## src/rtl/conv_window_sequencer.sv

```systemverilog
// ---------------------------------------------------------------------------
// conv_window_sequencer
//
// Walks a 3x3 column-multiplexed convolution datapath across an output
// feature map of OUT_W x OUT_H windows. For each window it requests the window
// from the line buffer, steps the three kernel columns through the datapath,
// accumulates the three per-column partial sums at full precision, saturates
// the total to int8 and presents it on a valid/ready output.
//
// Ports:
//   i_clk          clock, rising edge
//   i_rst          synchronous active-high reset
//   i_start        one-cycle pulse, starts a map pass (ignored while busy)
//   o_busy         high while a map pass is in progress
//   o_done         one-cycle pulse after the last window's output handshake
//   o_win_req      window-load request to the line buffer
//   i_win_ack      line buffer has the window ready (sampled only in REQ)
//   o_win_row      output row of the current window
//   o_win_col      output column of the current window
//   o_comp_select  kernel column select to the datapath
//   o_comp_add     datapath sum-register enable
//   i_comp_sum     signed int8 per-column partial sum from the datapath
//   o_out_valid    result valid
//   i_out_ready    downstream accepts the result
//   o_out_data     signed int8 window result
// ---------------------------------------------------------------------------
// state  | meaning
// -------+------------------------------------------------------------
// IDLE   | waiting for start, counters at (0,0)
// REQ    | requesting the current window, waiting for win_ack
// COMP   | five phases stepping kernel columns and accumulating
// OUT    | result presented, waiting for out_ready
// ---------------------------------------------------------------------------
module conv_window_sequencer #(
    parameter int OUT_W = 26,
    parameter int OUT_H = 26,
    parameter int CNT_W = 5
) (
    input  logic             i_clk,
    input  logic             i_rst,
    input  logic             i_start,
    output logic             o_busy,
    output logic             o_done,
    output logic             o_win_req,
    input  logic             i_win_ack,
    output logic [CNT_W-1:0] o_win_row,
    output logic [CNT_W-1:0] o_win_col,
    output logic [1:0]       o_comp_select,
    output logic             o_comp_add,
    input  logic [7:0]       i_comp_sum,
    output logic             o_out_valid,
    input  logic             i_out_ready,
    output logic [7:0]       o_out_data
);

    localparam logic [1:0] S_IDLE = 2'd0;
    localparam logic [1:0] S_REQ  = 2'd1;
    localparam logic [1:0] S_COMP = 2'd2;
    localparam logic [1:0] S_OUT  = 2'd3;

    localparam logic [CNT_W-1:0] LAST_COL = CNT_W'(OUT_W - 1);
    localparam logic [CNT_W-1:0] LAST_ROW = CNT_W'(OUT_H - 1);

    logic [1:0]        r_state;
    logic [2:0]        r_phase;
    logic signed [9:0] r_acc;
    logic [CNT_W-1:0]  r_row;
    logic [CNT_W-1:0]  r_col;
    logic [7:0]        r_out_data;
    logic              r_done;

    logic signed [9:0] w_sum_ext;
    logic signed [9:0] w_total;
    logic [7:0]        w_sat;
    logic              w_last_col;
    logic              w_last_row;

    assign w_sum_ext  = {{2{i_comp_sum[7]}}, i_comp_sum};
    assign w_total    = r_acc + w_sum_ext;
    assign w_last_col = (r_col == LAST_COL);
    assign w_last_row = (r_row == LAST_ROW);

    // Only the final total is clamped; the three-column sum fits in 10 bits.
    always_comb begin
        w_sat = w_total[7:0];
        if (w_total > 10'sd127) begin
            w_sat = 8'h7F;
        end else if (w_total < -10'sd128) begin
            w_sat = 8'h80;
        end
    end

    always_ff @(posedge i_clk) begin
        if (i_rst) begin
            r_state    <= S_IDLE;
            r_phase    <= 3'd0;
            r_acc      <= 10'sd0;
            r_row      <= '0;
            r_col      <= '0;
            r_out_data <= 8'd0;
            r_done     <= 1'b0;
        end else begin
            r_done <= 1'b0;
            case (r_state)
                S_IDLE: begin
                    if (i_start) begin
                        r_state <= S_REQ;
                        r_row   <= '0;
                        r_col   <= '0;
                    end
                end
                S_REQ: begin
                    if (i_win_ack) begin
                        r_state <= S_COMP;
                        r_phase <= 3'd0;
                        r_acc   <= 10'sd0;
                    end
                end
                S_COMP: begin
                    r_phase <= r_phase + 3'd1;
                    // The sum register trails comp_add by a cycle, so column 0
                    // arrives in phase 2 and column 2 in phase 4.
                    case (r_phase)
                        3'd2:    r_acc <= w_sum_ext;
                        3'd3:    r_acc <= w_total;
                        3'd4: begin
                            r_out_data <= w_sat;
                            r_phase    <= 3'd0;
                            r_state    <= S_OUT;
                        end
                        default: ;
                    endcase
                end
                S_OUT: begin
                    if (i_out_ready) begin
                        if (w_last_row && w_last_col) begin
                            r_state <= S_IDLE;
                            r_row   <= '0;
                            r_col   <= '0;
                            r_done  <= 1'b1;
                        end else begin
                            r_state <= S_REQ;
                            if (w_last_col) begin
                                r_col <= '0;
                                r_row <= r_row + CNT_W'(1);
                            end else begin
                                r_col <= r_col + CNT_W'(1);
                            end
                        end
                    end
                end
                default: r_state <= S_IDLE;
            endcase
        end
    end

    // Phase 3 holds select at 2: the product register already carries
    // column 2 and only the sum register still has to capture it.
    always_comb begin
        o_comp_select = 2'd0;
        o_comp_add    = 1'b0;
        if (r_state == S_COMP) begin
            case (r_phase)
                3'd1: begin
                    o_comp_select = 2'd1;
                    o_comp_add    = 1'b1;
                end
                3'd2, 3'd3: begin
                    o_comp_select = 2'd2;
                    o_comp_add    = 1'b1;
                end
                default: ;
            endcase
        end
    end

    assign o_busy      = (r_state != S_IDLE);
    assign o_done      = r_done;
    assign o_win_req   = (r_state == S_REQ);
    assign o_win_row   = r_row;
    assign o_win_col   = r_col;
    assign o_out_valid = (r_state == S_OUT);
    assign o_out_data  = r_out_data;

endmodule
```

## config.mk

```make
export PLATFORM = sky130hd
export DESIGN_NAME = conv_window_sequencer
export DESIGN_NICKNAME = d
export VERILOG_FILES = /design/src/rtl/conv_window_sequencer.sv
export SDC_FILE = /design/constraint.sdc
export NUM_CORES = 1
export LEC_CHECK = 0
export ABC_AREA = 0
export CAP_MARGIN = 10
export CORE_MARGIN = 10
export CORE_UTILIZATION = 50
export CTS_BUF_LIST = sky130_fd_sc_hd__clkbuf_16
export CTS_CLUSTER_DIAMETER = 150
export DETAILED_ROUTE_END_ITERATION = 8
export PLACE_DENSITY = 0.77
export SYNTH_ARGS = -nofsm -noshare
export SYNTH_HDL_FRONTEND = slang
export SYNTH_SLANG_ARGS = --single-unit
```

## constraint.sdc

```tcl
create_clock -name i_clk -period 2.9 [get_ports i_clk]
set_clock_uncertainty 0.1 [all_clocks]
set_input_delay 0.29 -clock i_clk [delete_from_list [all_inputs] [get_ports i_clk]]
set_output_delay 0.29 -clock i_clk [all_outputs]
set_load 0.01 [all_outputs]
```

Word-level counts from Yosys, hierarchy flattened
Cells that the tools add are included.
- multiplexer cells: 28
- bitwise gates (word level): 2
- equality and inequality tests: 15
- $lt $le $gt $ge: 2
- reductions and logical operators: 14
- $add $sub $neg: 4
- operators by type and width (cell ; number):
    $pmux 10 s2 ; 2
    $mux 5 ; 7
    $pmux 5 s2 ; 2
    $mux 8 ; 2
    $add 10x8->10 ; 1
    $add 5x1->5 const B ; 2
    $eq 5x5->1 const B ; 2
    $gt 10x8->1 const B ; 1
    $lt 10x8->1 const B ; 1
    $mux 10 ; 1
    $mux 2 ; 5
    $pmux 2 s4 ; 1
    $reduce_and 4->1 ; 2
    $eq 3x2->1 const B ; 2
    $mux 3 ; 2
    $ne 2x1->1 const B ; 3
    $ne 3x1->1 const B ; 2
    $pmux 3 s2 ; 1
    $reduce_and 3->1 ; 2
    $reduce_bool 2->1 ; 3
    $reduce_or 3->1 ; 2
    $eq 2x2->1 const B ; 2
    $mux 1 ; 4
    $pmux 2 s2 ; 1
    10 further kinds ; 12
- flip-flop bits (word level): 34
- logic and storage cells: 72
- output and inout bits: 25

Depth between registers and ports, before layout
Gate-level depths: netlist of the first run.
- depth in word-level cells: 5
- depth in mapped cells: 9
- depth with buffers taken out: 8

Worst setup path after synthesis of the first run
No wires, ideal clock.
- path type: input-to-reg
- from: input i_comp_sum[0]
- to: register r_out_data[0], in the netlist o_out_data[0]
- buffers on the path: 0
- library setup time: 0.122 ns
- path slack: 0.574 ns
- cell stages on the path: 8
- data arrival time: 2.104 ns
- required time: 2.678 ns
- cells stage by stage: ha_1 fa_1 a211oi_1 o211a_1 a211oi_2 and3b_1 o21a_1 a221o_1
- word-level cells in the longest chain between the ends: 4
- elaborated cells on any way between the ends: 5
- classes of those cells: 1 x add/sub; 2 x order compare; 2 x mux
- ends and longest elaborated chain (item ; line ; RTL):
    start, declared ; 50 ; input logic [7:0] i_comp_sum,
    $add 10x8->10 * ; 79 ; assign w_total = r_acc + w_sum_ext;
    $lt 10x8->1 ; 88 ; end else if (w_total < -10'sd128) begin
    $mux 8 ; 88 ;
    $mux 8 * ; 86 ; if (w_total > 10'sd127) begin
    end signal, assigned ; 127 ; r_out_data <= w_sat;
    end, declared ; 69 ; logic [7:0] r_out_data;
Every way passes the cells marked *; elsewhere a longest branch is shown, timed or not.
A chain may end at the register's enable or synchronous reset.

Worst setup path after layout of the first run
- from: input i_comp_sum[0]
- to: register r_out_data[1], in the netlist o_out_data[1]
The elaborated chain is that of the path after synthesis.

==> results.json, run 1 <==
{
  "cts_tree": "done",
  "hold_buffers": 0,
  "required_ps": 2960,
  "clkPwrFrac_pct": 35.8,
  "postCtsResizedCells": 0,
  "wl_met1_um": 2620,
  "synth_cells": 276,
  "critPathKind": "input pin to register",
  "dr.max_layer_used": "met4",
  "grt_max_degree": 28,
  "combPwrFrac_pct": 33.8,
  "netlist_area_um2": 2380,
  "gp_congestion": 0.898,
  "fin_nets": 358,
  "slew_headroom_pct": 63.7,
  "p_seq_share_pct": 30.4,
  "hpwlAfterDp_um": 4200,
  "met2WireLength_um": 2650,
  "finalPower_uw": 1690,
  "yosys_register_bits": 34,
  "p_leak_uw": 0.00118,
  "synth-edff-count": 0,
  "cts_max_level": 2,
  "grt_pass1_wl_um": 9160,
  "grt_overflow_total": 0,
  "rsz0062_at_grt": "no",
  "end_kind": "register",
  "yosys_warnings": 0,
  "async_flop_share_pct": 0,
  "place_inst": 368,
  "post-route-util_pct": 64.5,
  "post_drt_wl_per_cell_um": 14.7,
  "p_sw_share_pct": 33.1,
  "fp.dieH_um": 88.9,
  "intPower_uw": 1130,
  "yosys_most_used_dff": "dfxtp_1",
  "pwr_density_cell_nw_per_um2": 563,
  "grt_pass1_vias": 2021,
  "die_area_um2": 7910,
  "io_pins": 38,
  "num_vias": 2122,
  "numCtsBuffers": 5,
  "met3_length_um": 228,
  "hold_viol": 0,
  "cap_violations": 0,
  "vdd_ir_drop_max_mv": 0.382,
  "p_sw_uw": 562,
  "row_count": 25,
  "postCtsSetupBuffers": 0,
  "diodes": 0,
  "setup_viol": 0,
  "period_share_pct": 91.6,
  "antenna_found_initial": 0,
  "synth_area_per_cell_um2": 8.61,
  "cts-root-buf": "clkbuf_16",
  "final_cell_mix": "nor2_1, clkdlybuf4s50_1, dfxtp_1, ha_1, a21oi_1",
  "viasPerCell": 5.64,
  "clkSlewWorstSetupHoldPaths_ps": 60,
  "drc": 0,
  "io_buffers": 37,
  "ant_nets": 0,
  "core_area_um2": 4660,
  "fmax_ghz": 0.377,
  "wl_um": 5540,
  "critPathArrivalTime_ps": 2720,
  "layout-area-overhead-vs-synth_pct": 26.5,
  "period_needed_ps": 2660,
  "clock_sinks": 34,
  "drt-initial-drc-count": 78,
  "tightest_slew_ps": 542,
  "crit_fanout": 6,
  "synth_nets": 313,
  "start_kind": "input pin",
  "ys_seq_area_share_pct": 28.6,
  "dr.pass1.iters": 5,
  "cts_buffer_depth": 2,
  "layout_commonest_cell": "nor2_1",
  "slew_violations": 0,
  "initial_core_util_pct": 51.0,
  "die_w_um": 88.9,
  "layout-drive-gt1-share_pct": 9.63,
  "status": "finished clean",
  "hold_class": "register to register",
  "final_cells": 376,
  "yosysUniqueCellTypes": 53,
  "clk_latency_ps": 270,
  "grt_use_total_pct": 14.3
}
-- stage by stage --
stage	hold WS, ps	setup TNS (ps)	instance area (µm²)	worst slack, ps
2_1_floorplan	358	0	2380	574
3_3_place_gp	355	0	2840	18.4
3_5_place_dp	365	-70.8	2840	-28.0
6_report	370	0	3010	244
4_1_cts	378	0	3010	247
5_1_grt	410	0	3010	50.1
-- power groups by stage --
stage / combinational (µW) / sequential [µW] / clock [µW]
2_1_floorplan: 401 / 518 / 0
3_3_place_gp: 557 / 523 / 0
3_5_place_dp: 571 / 525 / 0
4_1_cts: 576 / 514 / 614
5_1_grt: 638 / 519 / 635
6_report: 573 / 515 / 606
-- layout make-up --
type                    count  area (µm²)
repair buffers             47         445
multi-input cells         218        1590
clock buffers               5         125
flip-flops and latches     34         681
fillers                   420        1650
well taps                  54        67.6
clock inverters             3        45.0
inverters                  15        56.3
-- state kept, by name, indices dropped and copies added, names as in the netlist --
register    flops
r_acc          10
o_out_data      8
o_win_col       5
o_win_row       5
r_phase         3
r_state         2
o_done          1
-- path summary, 6_finish.rpt --
kind / start / endpoint / cells past startpoint / slack [ps]
setup / recovery: i_comp_sum[0] / o_out_data[1] / 10 / 240
hold / removal: o_out_data[5] / o_out_data[5] / 2 / 370
setup reg to reg: r_acc[0] / o_out_data[1] / 9 / 410
hold reg to reg: o_out_data[5] / o_out_data[5] / 2 / 370
-- Yosys cell counts, types with 3 or more instances --
cell type  instances  area (µm²)
xor2_1            10        87.6
nor2_1            42         158
dfxtp_1           34         681
nand2b_1           5        31.3
nor2b_1            5        31.3
a2bb2oi_1          4        35.0
ha_1              23         288
a21oi_1           18        90.1
o21ai_0            9        45.0
buf_2              3        15.0
nor3_1             7        35.0
inv_1             15        56.3
xnor2_1            3        26.3
buf_1              3        11.3
nand3_1            3        15.0
a211oi_1           8        60.1
and3_1             3        18.8
mux2i_1           11         110
nand2_1           15        56.3
o21a_1             4        30.0
o211ai_1           7        52.6
nand4_1            4        25.0
-- routing by layer --
layer / vias up / GRT usage [%]
met5: - / 0
met4: 0 / 4.34
met3: 2 / 3.01
met2: 39 / 24.3
met1: 998 / 17.7
li1: 1083 / -
-- worst max-delay path, stage by stage --
cell,delay [ps]
clkdlybuf4s50_1,430
ha_1,230
fa_1,400
a211oi_1,330
o211a_1,230
a211oi_2,40
buf_4,160
and3b_1,160
o21a_1,180
a221o_1,280
-- logic make-up (layout without fill, tap and decap cells) --
logic type | after synthesis | count (layout) | share of synthesized area (%)
AND/OR/NAND/NOR | 95 | 95 | 19.1
AO/OA/AOI/OAI | 73 | 73 | 23.5
flip-flops | 34 | 34 | 28.6
adder cells (fa/ha/maj) | 24 | 24 | 13.0
buffers and inverters | 24 | 70 | 4.58
XOR/XNOR | 15 | 15 | 6.64
multiplexers | 11 | 11 | 4.63
No activity file was read; power rests on OpenSTA's default activity.
==> run 2: changes to the inputs <==
SETUP_SLACK_MARGIN = 0.3   (was unset)
==> results.json, run 2 (synthesis gave the netlist of run 1 again) <==
{
  "die_area_um2": 7910,
  "grt_pass1_wl_um": 9160,
  "layout_commonest_cell": "nor2_1",
  "r2r_cells": 9,
  "drc": 0,
  "rsz0062_at_grt": "no",
  "setup_viol": 0,
  "worst_slack_ps": 395,
  "top_register": "r_acc",
  "diodes": 0,
  "postCtsSetupBuffers": 0,
  "layout-drive-gt1-share_pct": 10.6,
  "cp_slowest_stage_delay_ps": 430,
  "dr.pass1.iters": 4,
  "final_cells": 376,
  "final_cell_mix": "nor2_1, clkdlybuf4s50_1, dfxtp_1, ha_1, a21oi_1",
  "row_count": 25,
  "drt-initial-drc-count": 114,
  "grt_use_total_pct": 14.3,
  "layout-area-overhead-vs-synth_pct": 27.8,
  "status": "finished clean",
  "gp_congestion": 0.898,
  "io_buffers": 37,
  "slew_violations": 0,
  "largest_reg_flops": 10,
  "tightest_slew_ps": 518,
  "critPathArrivalTime_ps": 2570,
  "hold_buffers": 0,
  "fin_nets": 358,
  "whs_endpoint": "o_out_data[5]",
  "period_needed_ps": 2500,
  "num_vias": 2125,
  "crit-reg2reg-launch": "r_acc[0]",
  "place_inst": 368,
  "pwr_density_cell_nw_per_um2": 559,
  "period_share_pct": 86.4,
  "viasPerCell": 5.65,
  "end_kind": "register",
  "fillers": 412,
  "cts_max_level": 2,
  "hold_viol": 0,
  "cts_buffer_depth": 2,
  "critPathMostFrequentCell": "a211oi_2",
  "cts_tree": "done",
  "core_area_um2": 4660,
  "critPathKind": "input pin to register",
  "ant_nets": 0,
  "min-delay-start": "o_out_data[5]",
  "pre_cts_slack_ps": -28.0,
  "hold_depth": 2,
  "path_cells": "clkdlybuf4s50_1 -> ha_2 -> fa_2 -> a211oi_2 -> o211a_1 -> a211oi_2 -> buf_4 -> and3b_1 -> o21a_1 -> a221o_1",
  "fmax_ghz": 0.399,
  "p_leak_uw": 0.00118,
  "clkSlewWorstSetupHoldPaths_ps": 60,
  "numCtsBuffers": 5,
  "finalPower_uw": 1700,
  "required_ps": 2960,
  "fp.dieH_um": 88.9,
  "hpwlAfterDp_um": 4200,
  "grt_max_degree": 28,
  "cap_violations": 0,
  "cts-root-buf": "clkbuf_16",
  "vdd_ir_drop_max_mv": 0.382,
  "r2r_slack_ps": 560,
  "grt_overflow_total": 0,
  "grt_pass1_vias": 2021,
  "antenna_found_initial": 0,
  "initial_core_util_pct": 51.0,
  "io_pins": 38,
  "clock_sinks": 34,
  "slew_headroom_pct": 65.4,
  "clk_latency_ps": 280,
  "die_w_um": 88.9,
  "slowest_stage": "clkdlybuf4s50_1",
  "holdWs_ps": 370,
  "wl_um": 5540,
  "hold_class": "register to register",
  "crit_fanout": 6,
  "start_kind": "input pin",
  "r2r-end": "o_out_data[1]",
  "post_drt_wl_per_cell_um": 14.7
}
-- run 2: cell counts in the layout (fill, tap and decap cells not counted) --
No cell type changed its count.
-- run 2: area by class of cell --
class                      count  area (µm²)  area share, %
clock inverter                 3        45.0           1.48
tap                           54        67.6           2.23
clock buffer                   5         125           4.12
inverter                      15        56.3           1.85
timing repair buffer          47         445           14.7
multi-input combinational    218        1620           53.2
sequential                    34         681           22.4
-- run 2: stage by stage --
step / utilization, % / area (µm²) / TNS (ps)
after floorplan: - / 2380 / 0
after detailed placement: 60.9 / 2840 / -70.8
final: 65.1 / 3040 / 0
after global placement: 60.9 / 2840 / 0
after global routing: 65.1 / 3040 / 0
after CTS: 64.6 / 3010 / 0
-- run 2: where the power goes --
part           switching (µW)  leakage [µW]  internal (µW)  total [µW]
Combinational             334      0.000832            241         575
Sequential               26.5      0.000274            488         515
Clock                     203     0.0000760            405         608
-- run 2: routing by layer --
layer | wire length [µm] | vias to the layer above | GRT usage [%]
li1 | - | 1083 | -
met1 | 2560 | 991 | 17.7
met2 | 2670 | 49 | 24.3
met3 | 274 | 2 | 3.01
met4 | 29 | 0 | 4.34
met5 | 0 | - | 0
-- run 2: worst max path at each step --
stage                   from             to  cells past startpoint
6_report       i_comp_sum[0]  o_out_data[1]                     10
4_1_cts        i_comp_sum[0]  o_out_data[0]                     10
5_1_grt        i_comp_sum[0]  o_out_data[6]                      9
2_1_floorplan  i_comp_sum[0]  o_out_data[0]                      8
3_5_place_dp   i_comp_sum[0]  o_out_data[0]                     10
3_3_place_gp   i_comp_sum[0]  o_out_data[1]                     10
-- run 2: repair_timing --
item	CTS	global route
resized for setup	1	5
pin swaps	0	3
endpoints found under the setup margin	3	7
-- run 2: critical path: cells and delay by family --
family / cells / cell delay (ps)
AND/OR/NAND/NOR: 1 / 160
buffers and inverters: 2 / 590
AO/OA/AOI/OAI: 5 / 960
adder cells (fa/ha/maj): 2 / 560
